`src/rtl/cpu_control_sequencer_if.sv`:
```
// Control/handshake bundle between the multi-cycle sequencer and the RV32I datapath and memories.
// master is the sequencer side, slave is the datapath/memory side.
interface cpu_control_sequencer_if #(
   parameter int INSTRET_WIDTH = 32
);
   logic [6:0]               opcode;
   logic [2:0]               funct3;
   logic                     branch_taken;
   logic                     imem_ready;
   logic                     dmem_ready;
   logic                     imem_req;
   logic                     ir_write;
   logic                     dmem_req;
   logic                     dmem_write;
   logic                     reg_write;
   logic                     alu_select;
   logic                     result_select;
   logic                     pc_write;
   logic                     pc_select;
   logic                     instr_retired;
   logic [INSTRET_WIDTH-1:0] instret;
   logic                     trap;
   logic [1:0]               trap_cause;

   modport master (
      input  opcode, funct3, branch_taken, imem_ready, dmem_ready,
      output imem_req, ir_write, dmem_req, dmem_write, reg_write, alu_select,
             result_select, pc_write, pc_select, instr_retired, instret, trap, trap_cause
   );

   modport slave (
      output opcode, funct3, branch_taken, imem_ready, dmem_ready,
      input  imem_req, ir_write, dmem_req, dmem_write, reg_write, alu_select,
             result_select, pc_write, pc_select, instr_retired, instret, trap, trap_cause
   );
endinterface

```
`src/rtl/cpu_control_sequencer.sv`:
```
// FETCH/DECODE/EXECUTE/MEMORY/WRITEBACK sequencer: 3-5 cycles per instruction, plus one per memory wait cycle.
// Holds requests until imem_ready/dmem_ready; a wait of MEM_TIMEOUT cycles (0 = never) lands in a sticky trap.
module cpu_control_sequencer #(
   parameter int MEM_TIMEOUT   = 255,
   parameter int INSTRET_WIDTH = 32
) (
   input  logic                    clk,
   input  logic                    rst_n,
   cpu_control_sequencer_if.master bus
);
   localparam logic [6:0] OPC_LOAD   = 7'b0000011;
   localparam logic [6:0] OPC_STORE  = 7'b0100011;
   localparam logic [6:0] OPC_OP_IMM = 7'b0010011;
   localparam logic [6:0] OPC_OP     = 7'b0110011;
   localparam logic [6:0] OPC_BRANCH = 7'b1100011;
   localparam logic [2:0] F3_WORD    = 3'b010;
   localparam int         WAIT_W     = (MEM_TIMEOUT > 0) ? $clog2(MEM_TIMEOUT + 1) : 1;

   typedef enum logic [2:0] {
      S_FETCH, S_DECODE, S_EXECUTE, S_MEMORY, S_WRITEBACK, S_TRAP
   } state_t;

   state_t                   state, state_nxt;
   logic [WAIT_W-1:0]        wait_cnt;
   logic                     wait_inc;
   logic [1:0]               cause_q, cause_nxt;
   logic                     trap_q;
   logic [INSTRET_WIDTH-1:0] instret_q;
   logic                     retire;
   logic                     is_load, is_store, is_op_imm, is_op, is_branch, is_legal, uses_imm;
   logic                     timed_out;

   assign is_load   = (bus.opcode == OPC_LOAD)  && (bus.funct3 == F3_WORD);
   assign is_store  = (bus.opcode == OPC_STORE) && (bus.funct3 == F3_WORD);
   assign is_op_imm = (bus.opcode == OPC_OP_IMM);
   assign is_op     = (bus.opcode == OPC_OP);
   assign is_branch = (bus.opcode == OPC_BRANCH);
   assign is_legal  = is_load || is_store || is_op_imm || is_op || is_branch;
   assign uses_imm  = is_load || is_store || is_op_imm;
   assign timed_out = (MEM_TIMEOUT != 0) && (wait_cnt == WAIT_W'(MEM_TIMEOUT));

   always_comb begin
      state_nxt         = state;
      cause_nxt         = cause_q;
      wait_inc          = 1'b0;
      retire            = 1'b0;
      bus.imem_req      = 1'b0;
      bus.ir_write      = 1'b0;
      bus.dmem_req      = 1'b0;
      bus.dmem_write    = 1'b0;
      bus.reg_write     = 1'b0;
      bus.alu_select    = 1'b0;
      bus.result_select = 1'b0;
      bus.pc_write      = 1'b0;
      bus.pc_select     = 1'b0;
      case (state)
         S_FETCH: begin
            bus.imem_req = 1'b1;
            if (bus.imem_ready) begin
               bus.ir_write = 1'b1;
               state_nxt    = S_DECODE;
            end else if (timed_out) begin
               state_nxt = S_TRAP;
               cause_nxt = 2'd2;
            end else begin
               wait_inc = (MEM_TIMEOUT != 0);
            end
         end
         S_DECODE: begin
            if (is_legal) begin
               state_nxt = S_EXECUTE;
            end else begin
               state_nxt = S_TRAP;
               cause_nxt = 2'd1;
            end
         end
         S_EXECUTE: begin
            bus.alu_select = uses_imm;
            if (is_op || is_op_imm) begin
               state_nxt = S_WRITEBACK;
            end else if (is_load || is_store) begin
               state_nxt = S_MEMORY;
            end else if (is_branch) begin
               bus.pc_write  = 1'b1;
               bus.pc_select = bus.branch_taken;
               retire        = 1'b1;
               state_nxt     = S_FETCH;
            end else begin
               // Instruction register changed under us after DECODE.
               state_nxt = S_TRAP;
               cause_nxt = 2'd1;
            end
         end
         S_MEMORY: begin
            bus.dmem_req   = 1'b1;
            bus.alu_select = 1'b1;
            bus.dmem_write = is_store;
            if (bus.dmem_ready) begin
               if (is_store) begin
                  bus.pc_write = 1'b1;
                  retire       = 1'b1;
                  state_nxt    = S_FETCH;
               end else begin
                  state_nxt = S_WRITEBACK;
               end
            end else if (timed_out) begin
               state_nxt = S_TRAP;
               cause_nxt = 2'd3;
            end else begin
               wait_inc = (MEM_TIMEOUT != 0);
            end
         end
         S_WRITEBACK: begin
            bus.reg_write     = 1'b1;
            bus.pc_write      = 1'b1;
            bus.alu_select    = uses_imm;
            bus.result_select = is_load;
            retire            = 1'b1;
            state_nxt         = S_FETCH;
         end
         S_TRAP: begin
            state_nxt = S_TRAP;
         end
         default: begin
            state_nxt = S_FETCH;
         end
      endcase
      // Reset kills every enable combinationally so an aborted instruction writes nothing.
      if (!rst_n) begin
         retire            = 1'b0;
         bus.imem_req      = 1'b0;
         bus.ir_write      = 1'b0;
         bus.dmem_req      = 1'b0;
         bus.dmem_write    = 1'b0;
         bus.reg_write     = 1'b0;
         bus.alu_select    = 1'b0;
         bus.result_select = 1'b0;
         bus.pc_write      = 1'b0;
         bus.pc_select     = 1'b0;
      end
   end

   always_ff @(posedge clk or negedge rst_n) begin
      if (!rst_n) begin
         state     <= S_FETCH;
         wait_cnt  <= '0;
         cause_q   <= 2'd0;
         trap_q    <= 1'b0;
         instret_q <= '0;
      end else begin
         state   <= state_nxt;
         cause_q <= cause_nxt;
         if (state_nxt != state) begin
            wait_cnt <= '0;
         end else if (wait_inc) begin
            wait_cnt <= wait_cnt + 1'b1;
         end
         if (state_nxt == S_TRAP) begin
            trap_q <= 1'b1;
         end
         if (retire) begin
            instret_q <= instret_q + 1'b1;
         end
      end
   end

   assign bus.instr_retired = retire;
   assign bus.instret       = instret_q;
   assign bus.trap          = trap_q;
   assign bus.trap_cause    = cause_q;
endmodule

```
`src/flat_wrapper.sv`:
```
// flat-port wrapper written by rule: the top's interface ports become plain ports
module cpu_control_sequencer_flat 
#(
   parameter int MEM_TIMEOUT   = 255,
   parameter int INSTRET_WIDTH = 32
)
  (clk, rst_n, bus_opcode, bus_funct3, bus_branch_taken, bus_imem_ready, bus_dmem_ready, bus_imem_req, bus_ir_write, bus_dmem_req, bus_dmem_write, bus_reg_write, bus_alu_select, bus_result_select, bus_pc_write, bus_pc_select, bus_instr_retired, bus_instret, bus_trap, bus_trap_cause);
  cpu_control_sequencer_if #(.INSTRET_WIDTH(INSTRET_WIDTH)) bus_i ();
  input  logic clk;
  input  logic rst_n;
  input wire logic [$bits(bus_i.opcode)-1:0] bus_opcode;
  input wire logic [$bits(bus_i.funct3)-1:0] bus_funct3;
  input wire logic [$bits(bus_i.branch_taken)-1:0] bus_branch_taken;
  input wire logic [$bits(bus_i.imem_ready)-1:0] bus_imem_ready;
  input wire logic [$bits(bus_i.dmem_ready)-1:0] bus_dmem_ready;
  output wire logic [$bits(bus_i.imem_req)-1:0] bus_imem_req;
  output wire logic [$bits(bus_i.ir_write)-1:0] bus_ir_write;
  output wire logic [$bits(bus_i.dmem_req)-1:0] bus_dmem_req;
  output wire logic [$bits(bus_i.dmem_write)-1:0] bus_dmem_write;
  output wire logic [$bits(bus_i.reg_write)-1:0] bus_reg_write;
  output wire logic [$bits(bus_i.alu_select)-1:0] bus_alu_select;
  output wire logic [$bits(bus_i.result_select)-1:0] bus_result_select;
  output wire logic [$bits(bus_i.pc_write)-1:0] bus_pc_write;
  output wire logic [$bits(bus_i.pc_select)-1:0] bus_pc_select;
  output wire logic [$bits(bus_i.instr_retired)-1:0] bus_instr_retired;
  output wire logic [$bits(bus_i.instret)-1:0] bus_instret;
  output wire logic [$bits(bus_i.trap)-1:0] bus_trap;
  output wire logic [$bits(bus_i.trap_cause)-1:0] bus_trap_cause;
  assign bus_i.opcode = bus_opcode;
  assign bus_i.funct3 = bus_funct3;
  assign bus_i.branch_taken = bus_branch_taken;
  assign bus_i.imem_ready = bus_imem_ready;
  assign bus_i.dmem_ready = bus_dmem_ready;
  assign bus_imem_req = bus_i.imem_req;
  assign bus_ir_write = bus_i.ir_write;
  assign bus_dmem_req = bus_i.dmem_req;
  assign bus_dmem_write = bus_i.dmem_write;
  assign bus_reg_write = bus_i.reg_write;
  assign bus_alu_select = bus_i.alu_select;
  assign bus_result_select = bus_i.result_select;
  assign bus_pc_write = bus_i.pc_write;
  assign bus_pc_select = bus_i.pc_select;
  assign bus_instr_retired = bus_i.instr_retired;
  assign bus_instret = bus_i.instret;
  assign bus_trap = bus_i.trap;
  assign bus_trap_cause = bus_i.trap_cause;
  cpu_control_sequencer #(.MEM_TIMEOUT(MEM_TIMEOUT), .INSTRET_WIDTH(INSTRET_WIDTH)) u_core (.clk(clk), .rst_n(rst_n), .bus(bus_i));
endmodule
```
`config.mk`:
```
export PLATFORM = sky130hd
export DESIGN_NAME = cpu_control_sequencer_flat
export DESIGN_NICKNAME = d
export VERILOG_FILES = /design/src/rtl/cpu_control_sequencer_if.sv /design/src/rtl/cpu_control_sequencer.sv /design/src/flat_wrapper.sv
export SDC_FILE = /design/constraint.sdc
export NUM_CORES = 1
export LEC_CHECK = 0
export CORE_ASPECT_RATIO = 2
export CORE_UTILIZATION = 25
export DETAILED_ROUTE_END_ITERATION = 8
export PLACE_DENSITY = 0.46
export SYNTH_ARGS = -nofsm -noshare
export SYNTH_HDL_FRONTEND = slang
export SYNTH_SLANG_ARGS = --single-unit
```
`constraint.sdc`:
```
create_clock -name clk -period 2 [get_ports clk]
set_input_delay 0.4 -clock clk [delete_from_list [all_inputs] [get_ports clk]]
set_output_delay 0.4 -clock clk [all_outputs]
set_load 0.05 [all_outputs]
```
==> results.yml, run 1 <==
setup_path:
  reg2reg_to: "u_core.bus.instret[9]$_DFFE_PN0P_"
  cp_max_fo: 2
  rr_worst_depth: 7
  critPathLaunchType: "primary input"
  worstSetupPathDepth: 7
  r2r_slack_ns: 0.03
  path_buf_inv: 2
  crit_arrival_ns: 1.80
  r2r-start: "u_core.state[2]$_DFF_PN0_"
  critPathKind: "primary input to output pin"
  slowest_stage: "or3b_4"
  max_stage_delay_ns: 0.39
  crit_start: "bus_funct3[2]"
  crit_family: "simple AND/OR/NAND/NOR gates"
  path_cells: "buf_6 > or3b_4 > mux2_4 > nor3_4 > o21ai_2 > a21boi_4 > buf_12"
  worstSetupEndpointType: "output pin"
  crit_required_ns: 1.60
  endpoint: "bus_alu_select"
synthesis:
  synth_edf_count: 0
  yosys.cell_count.top_type: "dfrtp_1"
  netlist_area_um2: 2680
  yosys.area_share.adder_pct: 0.935
  ys_warn_count: 0
  synth_compound_area_share_pct: 7.95
  yosysUniqueCellTypes: 51
  synth_flop_cell: "dfrtp_1"
  syn_nets: 286
  avgSynthCellArea_um2: 9.95
  synth_top_area_cell: "dfrtp_1"
  yosysTopAreaCellShare_pct: 43.0
  synthMuxAreaShare_pct: 1.22
  yosysSeqAreaShare_pct: 43.0
  ys_top_cells_by_area: "dfrtp_1, xor2_1, xnor2_1, nor4_2, nor3_1"
  synthXorXnorAreaFrac_pct: 12.8
  synth_seq_cells: 46
  synth_commonest_cells: "dfrtp_1, nand2_1, xor2_1"
  synthSimpleGateAreaFrac_pct: 30.9
  synthCells: 269
  synth_top_family_by_area: "simple AND/OR/NAND/NOR gates"
  async_flop_share_pct: 100
global_routing:
  grt_max_degree: 41
  grt_pass1_wl_um: 13000
  antenna_found_initial: 0
  track_usage_pct: 15.6
  first_global_vias: 2562
  grt-ovfl-total: 0
cts:
  clock_sinks: 46
  tritoncts: "built"
  clockRootBuffer: "clkbuf_16"
  ctsLongestPathBuffers: 2
  clk_pin_slew_worst_paths_ns: 0.06
  cts.htree.levels: 2
  clk_latency_ns: 0.29
  cts_buffers: 5
floorplan:
  start_util_pct: 25.5
  fp.coreArea_um2: 10500
  die_x_um: 75.2
  io_pins: 60
  dieHeight_um: 148
  row_count: 53
  die_area_um2: 11100
power_and_ir_drop:
  seqPwrFrac_pct: 40.0
  power.switching_mw: 0.808
  swShare_pct: 31.1
  power_density_nw_per_um2: 591
  leakage_nw: 2.02
  total_power_mw: 2.60
  pwr-share-clk_pct: 36.7
  combPwrFrac_pct: 23.3
  peakVddDrop_mv: 0.389
  internal_power_mw: 1.79
drt:
  vias_per_cell: 4.81
  wl_um: 8140
  wl_per_cell_um: 15.8
  drtAntennaViolNets: 0
  drt_iter0_drc: 111
  num_vias: 2482
  dr.pass1.iters: 6
  drc: 2
placed_design:
  dp_slack_ns: -0.619
  portBuffers: 59
  place_hpwl_um: 6250
  finalWeightedCongestion: 0.786
  dpl-instance-area_um2: 3840
timing:
  layout_min_cycle_time_ns: 2.20
  worst_pin_slew_ns: 1.04
  hold_viol_final: 0
  final-setup-viol-count: 4
  worst_slack_ns: -0.204
  relSlewSlack_pct: 30.2
  clock_skew_ns: 0.00617
  drv_slew: 0
  rsz0062_at_grt: "yes"
  max_freq_mhz: 454
  min_period_over_period_pct: 110
finish:
  syn2layout_area_growth_pct: 64.2
  multi_input_area_um2: 1790
  drive_gt1_share_pct: 42.7
  fill_cells: 1097
  final_nets: 395
  diodes: 0
  regArea_um2: 1160
  final_util_pct: 42.0
  final_area_um2: 4400
outcome:
  violations: "DRC, setup timing"
  status: "complete, but fails checks"
run:
  maxCapViolations: 0
min_path:
  min_path_type: "primary input to asynchronous set/reset pin"
-- registers in the layout, indices dropped and copies added (netlist names) --
signal	count
u_core.bus.instret	32
u_core.wait_cnt	8
u_core.state	3
u_core.bus.trap_cause	2
u_core.bus.trap	1
-- worst reg2reg max path, cell delays in order (launching register included) --
cell      delay (ns)
dfrtp_1         0.41
and4b_4         0.35
and4_4          0.23
a311oi_4        0.10
buf_4           0.16
buf_12          0.16
nor4_4          0.29
xor2_1          0.18
-- through the flow --
step / setup TNS, ns / hold slack, ns / instances
after floorplan: -0.626 / 0.104 / 269
after global placement: -20.56 / 0.401 / 496
after detailed placement: -21.56 / 0.403 / 496
after CTS: -0.684 / 0.0936 / 515
after global routing: -0.855 / 0.0896 / 516
final: -0.495 / 0.103 / 516
-- placed cells by master (no fill, tap or decap), types with 4 or more instances in the layout --
cell type,instances
nand3_1,11
a21oi_1,4
nor3_1,10
o21ai_0,5
dfrtp_1,35
buf_12,11
nor3_2,5
buf_4,65
clkdlybuf4s15_1,4
nor2_1,12
dfrtp_2,11
xor2_1,24
inv_1,4
nor4_4,11
clkbuf_16,5
clkdlybuf4s50_1,19
buf_6,7
xnor2_1,15
nand2_1,24
and3_1,5
nand4_1,15
nor3_4,5
-- power by group through the flow --
stage                     clock (mW)  combinational, mW  sequential, mW
final                          0.953              0.604            1.04
after CTS                      0.980              0.585            1.04
after detailed placement           0              0.564            1.06
after floorplan                    0              0.167            1.20
after global routing            1.02              0.643            1.05
after global placement             0              0.563            1.05
-- routing by layer --
| metal | vias up | track usage [%] | wire length, um |
|---|---|---|---|
| li1 | 1192 | - | - |
| met1 | 1217 | 14.7 | 2680 |
| met2 | 62 | 31.1 | 4970 |
| met3 | 11 | 2.51 | 238 |
| met4 | 0 | 6.85 | 250 |
| met5 | - | 0 | 0 |
-- worst min-delay path by stage --
| stage | slack, ns | end | startpoint | depth (start not counted) |
|---|---|---|---|---|
| 2_1_floorplan | 0.10 | u_core.bus.instret[0]$_DFFE_PN0P_ | rst_n | 0 |
| 3_3_place_gp | 0.40 | u_core.bus.trap_cause[0]$_DFFE_PN0P_ | rst_n | 2 |
| 6_report | 0.10 | u_core.bus.trap_cause[0]$_DFFE_PN0P_ | rst_n | 2 |
| 3_5_place_dp | 0.40 | u_core.bus.trap_cause[0]$_DFFE_PN0P_ | rst_n | 2 |
| 4_1_cts | 0.09 | u_core.bus.trap_cause[0]$_DFFE_PN0P_ | rst_n | 2 |
| 5_1_grt | 0.09 | u_core.bus.trap_cause[0]$_DFFE_PN0P_ | rst_n | 2 |
-- cell type report --
class | count | area share [%]
Tap cell | 137 | 3.90
Clock inverter | 2 | 0.854
Sequential cell | 46 | 26.5
Inverter | 6 | 0.512
Multi-Input combinational cell | 205 | 40.7
Clock buffer | 6 | 2.93
Timing Repair Buffer | 114 | 24.6
-- cell families (layout without fill, tap and decap cells) --
kind of cell,Yosys count,count (layout)
AO/OA/AOI/OAI,27,27
XOR/XNOR,39,39
adder cells (fa/ha/maj),2,2
AND/OR/NAND/NOR,134,134
flip-flops,46,46
buffers and inverters,18,128
multiplexers,3,3
-- timing repair --
item / in CTS / in global routing
cloned: 0 / 0
pin swaps: 15 / 17
resized for setup: 51 / 39
endpoints found under the setup margin: 48 / 37
hold buffers: 0 / 0
setup buffers: 11 / 3
Note: power is estimated with default switching activity, not from simulation.
==> run 2: changes to the inputs <==
--- a/config.mk
+++ b/config.mk
@@ -5,10 +5,10 @@
 export SDC_FILE = /design/constraint.sdc
 export NUM_CORES = 1
 export LEC_CHECK = 0
-export CORE_ASPECT_RATIO = 2
 export CORE_UTILIZATION = 25
 export DETAILED_ROUTE_END_ITERATION = 8
 export PLACE_DENSITY = 0.46
+export SLEW_MARGIN = 20
 export SYNTH_ARGS = -nofsm -noshare
 export SYNTH_HDL_FRONTEND = slang
 export SYNTH_SLANG_ARGS = --single-unit
==> results.yml, run 2 (same netlist as run 1, synthesis figures left out) <==
setup_path:
  rr_worst_depth: 7
  slowest_stage: "or3b_4"
  r2r_slack_ns: 0.06
  critPathKind: "primary input to output pin"
  max_stage_delay_ns: 0.39
  crit_family: "simple AND/OR/NAND/NOR gates"
  cp_max_fo: 2
  critPathLaunchType: "primary input"
  crit_arrival_ns: 1.74
  path_buf_inv: 2
  crit_required_ns: 1.60
  reg2reg_to: "u_core.bus.instret[23]$_DFFE_PN0P_"
  worstSetupEndpointType: "output pin"
  r2r-start: "u_core.state[2]$_DFF_PN0_"
  path_cells: "buf_6 > or3b_4 > mux2_4 > nor3_4 > nand3_2 > a21boi_4 > buf_12"
run:
  maxCapViolations: 0
timing:
  hold_viol_final: 0
  relSlewSlack_pct: 66.0
  layout_min_cycle_time_ns: 2.14
  max_freq_mhz: 467
  worst_pin_slew_ns: 0.508
  rsz0062_at_grt: "yes"
  drv_slew: 0
  min_period_over_period_pct: 107
  hold_ws_ns: 0.0462
  final-setup-viol-count: 5
  clock_skew_ns: 0.00949
  worst_slack_ns: -0.143
drt:
  vias_per_cell: 4.80
  wl_um: 7350
  drtAntennaViolNets: 0
  dr.pass1.iters: 4
  drc: 0
  drt_iter0_drc: 94
  num_vias: 2524
  wl_per_cell_um: 14.0
power_and_ir_drop:
  peakVddDrop_mv: 0.345
  pwr-share-clk_pct: 26.1
  combPwrFrac_pct: 27.6
  leakage_nw: 1.98
  power.switching_mw: 0.781
  power_density_nw_per_um2: 515
  internal_power_mw: 1.46
  seqPwrFrac_pct: 46.3
  swShare_pct: 34.9
floorplan:
  dieHeight_um: 105
  fp.coreArea_um2: 10400
  die_x_um: 105
  die_area_um2: 11100
  io_pins: 60
  start_util_pct: 25.8
  row_count: 37
min_path:
  min_path_type: "primary input to asynchronous set/reset pin"
placed_design:
  place_hpwl_um: 5280
  portBuffers: 59
  finalWeightedCongestion: 0.838
  dp_slack_ns: -0.573
  dpl-instance-area_um2: 3920
global_routing:
  track_usage_pct: 13.6
  antenna_found_initial: 0
  grt_pass1_wl_um: 12200
  grt_max_degree: 33
  first_global_vias: 2529
  grt-ovfl-total: 0
cts:
  clockRootBuffer: "clkbuf_8"
  cts_buffers: 5
  ctsLongestPathBuffers: 2
  clk_latency_ns: 0.30
  tritoncts: "built"
  cts_hold_buf: 0
  cts.htree.levels: 2
  clock_sinks: 46
  clk_pin_slew_worst_paths_ns: 0.09
finish:
  final_area_um2: 4350
  largest_register_ffs: 32
  layout_commonest_cell: "buf_4"
  diodes: 0
  syn2layout_area_growth_pct: 62.7
  drive_gt1_share_pct: 42.8
  final_cell_mix: "buf_4, dfrtp_1, clkdlybuf4s50_1"
  final_nets: 406
outcome:
  status: "complete, but fails checks"
  violations: "setup timing"
## run 2: changes by cell type in the layout (fill, tap and decap cells not counted), moves of 4 or more
cell | previous run | this run
buf_4 | 65 | 72
clkbuf_8 | 0 | 5
clkbuf_16 | 5 | 0
clkdlybuf4s15_1 | 4 | 0
clkdlybuf4s50_1 | 19 | 25
## run 2: power by group through the flow
stage          Clock [mW]  Combinational (mW)  Sequential, mW
2_1_floorplan           0               0.167            1.20
3_3_place_gp            0               0.574            1.06
3_5_place_dp            0               0.575            1.06
4_1_cts             0.609               0.589            1.04
5_1_grt             0.641               0.662            1.05
6_report            0.584               0.620            1.04
## run 2: layer usage
layer / GRT usage (%) / vias to the layer above / wire, um
met3: 2.29 / 8 / 278
met4: 3.62 / 0 / 59
met1: 17.8 / 1236 / 3430
met5: 0 / - / 0
li1: - / 1214 / -
met2: 23.3 / 66 / 3590
## run 2: how the worst max path moves through the flow
stage,to,from,slack [ns],depth (start not counted)
after floorplan,bus_result_select,u_core.state[0]$_DFF_PN0_,-0.24,4
after global placement,bus_alu_select,bus_funct3[1],-0.56,7
after detailed placement,bus_alu_select,bus_funct3[1],-0.57,7
after CTS,bus_alu_select,bus_funct3[2],-0.19,7
after global routing,bus_pc_write,u_core.state[0]$_DFF_PN0_,-0.19,6
final,bus_alu_select,bus_funct3[2],-0.14,7
## run 2: area by class of cell
type | instances | area [um^2]
Tap cell | 136 | 170
Fill cell | 1021 | 6020
Inverter | 6 | 22.5
Multi-Input combinational cell | 205 | 1750
Sequential cell | 46 | 1160
Clock inverter | 2 | 13.8
Timing Repair Buffer | 125 | 1160
Clock buffer | 6 | 72.6
## run 2: what timing repair did
| item | in CTS | in global routing |
|---|---|---|
| endpoints found under the setup margin | 47 | 35 |
| gates resized for setup | 46 | 35 |
| setup buffers | 9 | 8 |
| pin swaps | 16 | 17 |
| gates cloned | 0 | 0 |
## run 2: worst reg2reg max path: stages, from the launching register on
cell      delay [ns]
dfrtp_1         0.40
and4b_4         0.34
and4_4          0.24
a311oi_4        0.09
buf_4           0.17
buf_6           0.17
nor4_4          0.30
xor2_1          0.17
## run 2: per-stage QoR
stage               utilization, %  std cells  setup TNS, ns  power (mW)
floorplan                        -        269         -0.626        1.37
global placement              37.8        503         -20.69        1.63
detailed placement            37.8        503         -22.54        1.63
CTS                           39.8        520         -0.668        2.24
global route                  42.0        526          -1.13        2.35
finish                        42.0        526         -0.510        2.24
==> run 3: changes to the inputs <==
--- a/config.mk
+++ b/config.mk
@@ -5,9 +5,11 @@
 export SDC_FILE = /design/constraint.sdc
 export NUM_CORES = 1
 export LEC_CHECK = 0
+export CELL_PAD_IN_SITES_DETAIL_PLACEMENT = 2
+export CELL_PAD_IN_SITES_GLOBAL_PLACEMENT = 2
 export CORE_UTILIZATION = 25
 export DETAILED_ROUTE_END_ITERATION = 8
-export PLACE_DENSITY = 0.46
+export PLACE_DENSITY = 0.68
 export SLEW_MARGIN = 20
 export SYNTH_ARGS = -nofsm -noshare
 export SYNTH_HDL_FRONTEND = slang
==> results.yml, run 3 (same netlist as run 1, synthesis figures left out) <==
placed_design:
  placedCellCount: 494
  portBuffers: 59
  place_hpwl_um: 6360
  dp_slack_ns: -0.608
  dpl-instance-area_um2: 3850
  finalWeightedCongestion: 0.746
power_and_ir_drop:
  total_power_mw: 2.38
  peakVddDrop_mv: 0.299
  leakage_nw: 2.08
  power_density_nw_per_um2: 534
timing:
  setup_tns_ns: -0.706
  worst_slack_ns: -0.174
  clock_skew_ns: 0.00750
  rsz0062_at_grt: "yes"
  hold_viol_final: 0
  min_period_over_period_pct: 109
  drv_slew: 0
  relSlewSlack_pct: 59.4
  final-setup-viol-count: 11
  hold_ws_ns: 0.260
  worst_pin_slew_ns: 0.609
  layout_min_cycle_time_ns: 2.17
  max_freq_mhz: 460
global_routing:
  grt_pass1_wl_um: 14100
  first_global_vias: 2695
  track_usage_pct: 16.0
  grt-ovfl-total: 0
  grt_max_degree: 47
  antenna_found_initial: 0
cts:
  tritoncts: "built"
  cts_hold_buf: 0
  cts.htree.levels: 2
  clk_latency_ns: 0.30
  ctsLongestPathBuffers: 2
  cts_buffers: 5
  clk_pin_slew_worst_paths_ns: 0.09
  clockRootBuffer: "clkbuf_8"
  clock_sinks: 46
finish:
  syn2layout_area_growth_pct: 66.2
  drive_gt1_share_pct: 42.3
  final_util_pct: 42.9
  diodes: 0
  final_cell_mix: "buf_4, dfrtp_1, xor2_1"
  largest_register_ffs: 32
  fill_cells: 1101
  final_area_um2: 4450
  final_nets: 394
  finalNonFillerCells: 514
  layout_commonest_cell: "buf_4"
setup_path:
  worstSetupEndpointType: "output pin"
  max_stage_delay_ns: 0.42
  crit_arrival_ns: 1.77
  cp_max_fo: 4
  path_cells: "and4b_4 > and4_4 > a311oi_4 > inv_1 > buf_6 > buf_12"
  critPathLaunchType: "flip-flop"
  crit_required_ns: 1.60
  critPathKind: "flip-flop to output pin"
  slowest_stage: "dfrtp_1"
drt:
  drtAntennaViolNets: 0
  num_vias: 2510
  vias_per_cell: 4.88
  dr.pass1.iters: 4
  drc: 0
  wl_um: 8750
  wl_per_cell_um: 17.0
  drt_iter0_drc: 47
floorplan:
  fp.coreArea_um2: 10400
  start_util_pct: 25.8
  io_pins: 60
  die_x_um: 105
  dieHeight_um: 105
  row_count: 37
  die_area_um2: 11100
run:
  maxCapViolations: 0
outcome:
  violations: "setup timing"
  status: "complete, but fails checks"
min_path:
  min_path_type: "primary input to asynchronous set/reset pin"
==> run 3: repair_timing <==
item / in CTS / in global routing
pin swaps: 11 / 39
setup buffers: 4 / 9
setup endpoints to repair: 49 / 42
resized for setup: 51 / 54
cloned: 0 / 1
==> run 3: final timing paths <==
kind	startpoint	end	slack, ns	cells past startpoint
setup / recovery	u_core.state[2]$_DFF_PN0_	bus_pc_write	-0.17	6
hold / removal	rst_n	u_core.bus.instret[11]$_DFFE_PN0P_	0.26	2
setup reg to reg	u_core.state[2]$_DFF_PN0_	u_core.bus.instret[16]$_DFFE_PN0P_	-0.06	8
hold reg to reg	u_core.bus.instret[11]$_DFFE_PN0P_	u_core.bus.instret[11]$_DFFE_PN0P_	0.48	1
max in group asynchronous	rst_n	u_core.bus.instret[3]$_DFFE_PN0P_	1.30	2
min in group clk	u_core.bus.instret[11]$_DFFE_PN0P_	u_core.bus.instret[11]$_DFFE_PN0P_	0.48	1
==> run 3: cell type report <==
class	instances	area [um^2]	share of cell area, %
sequential	46	1160	26.2
inverter	6	22.5	0.506
clock buffer	6	72.6	1.63
timing repair buffer	113	1150	25.8
tap	136	170	3.83
clock inverter	2	37.5	0.844
multi-input combinational	205	1830	41.2
==> run 3: layer usage <==
layer,track usage [%],up-vias,routed length (um)
met3,2.29,7,202
met2,27.1,30,4410
met1,21.3,1282,4040
met5,0,-,0
met4,3.92,0,91
li1,-,1191,-
==> run 3: power by group <==
part           total [mW]  internal (mW)  switching (mW)
clock network       0.701          0.373           0.327
registers            1.04          0.979          0.0615
logic               0.635          0.237           0.398
total                2.38           1.59           0.787
==> run 3: worst max-delay path: cells and delay by family (launching register included) <==
kind | cells | cell delay [ns]
AOI/OAI and AO/OA | 1 | 0.30
DFF | 1 | 0.42
buffers and inverters | 3 | 0.37
and+or+nand+nor | 2 | 0.38
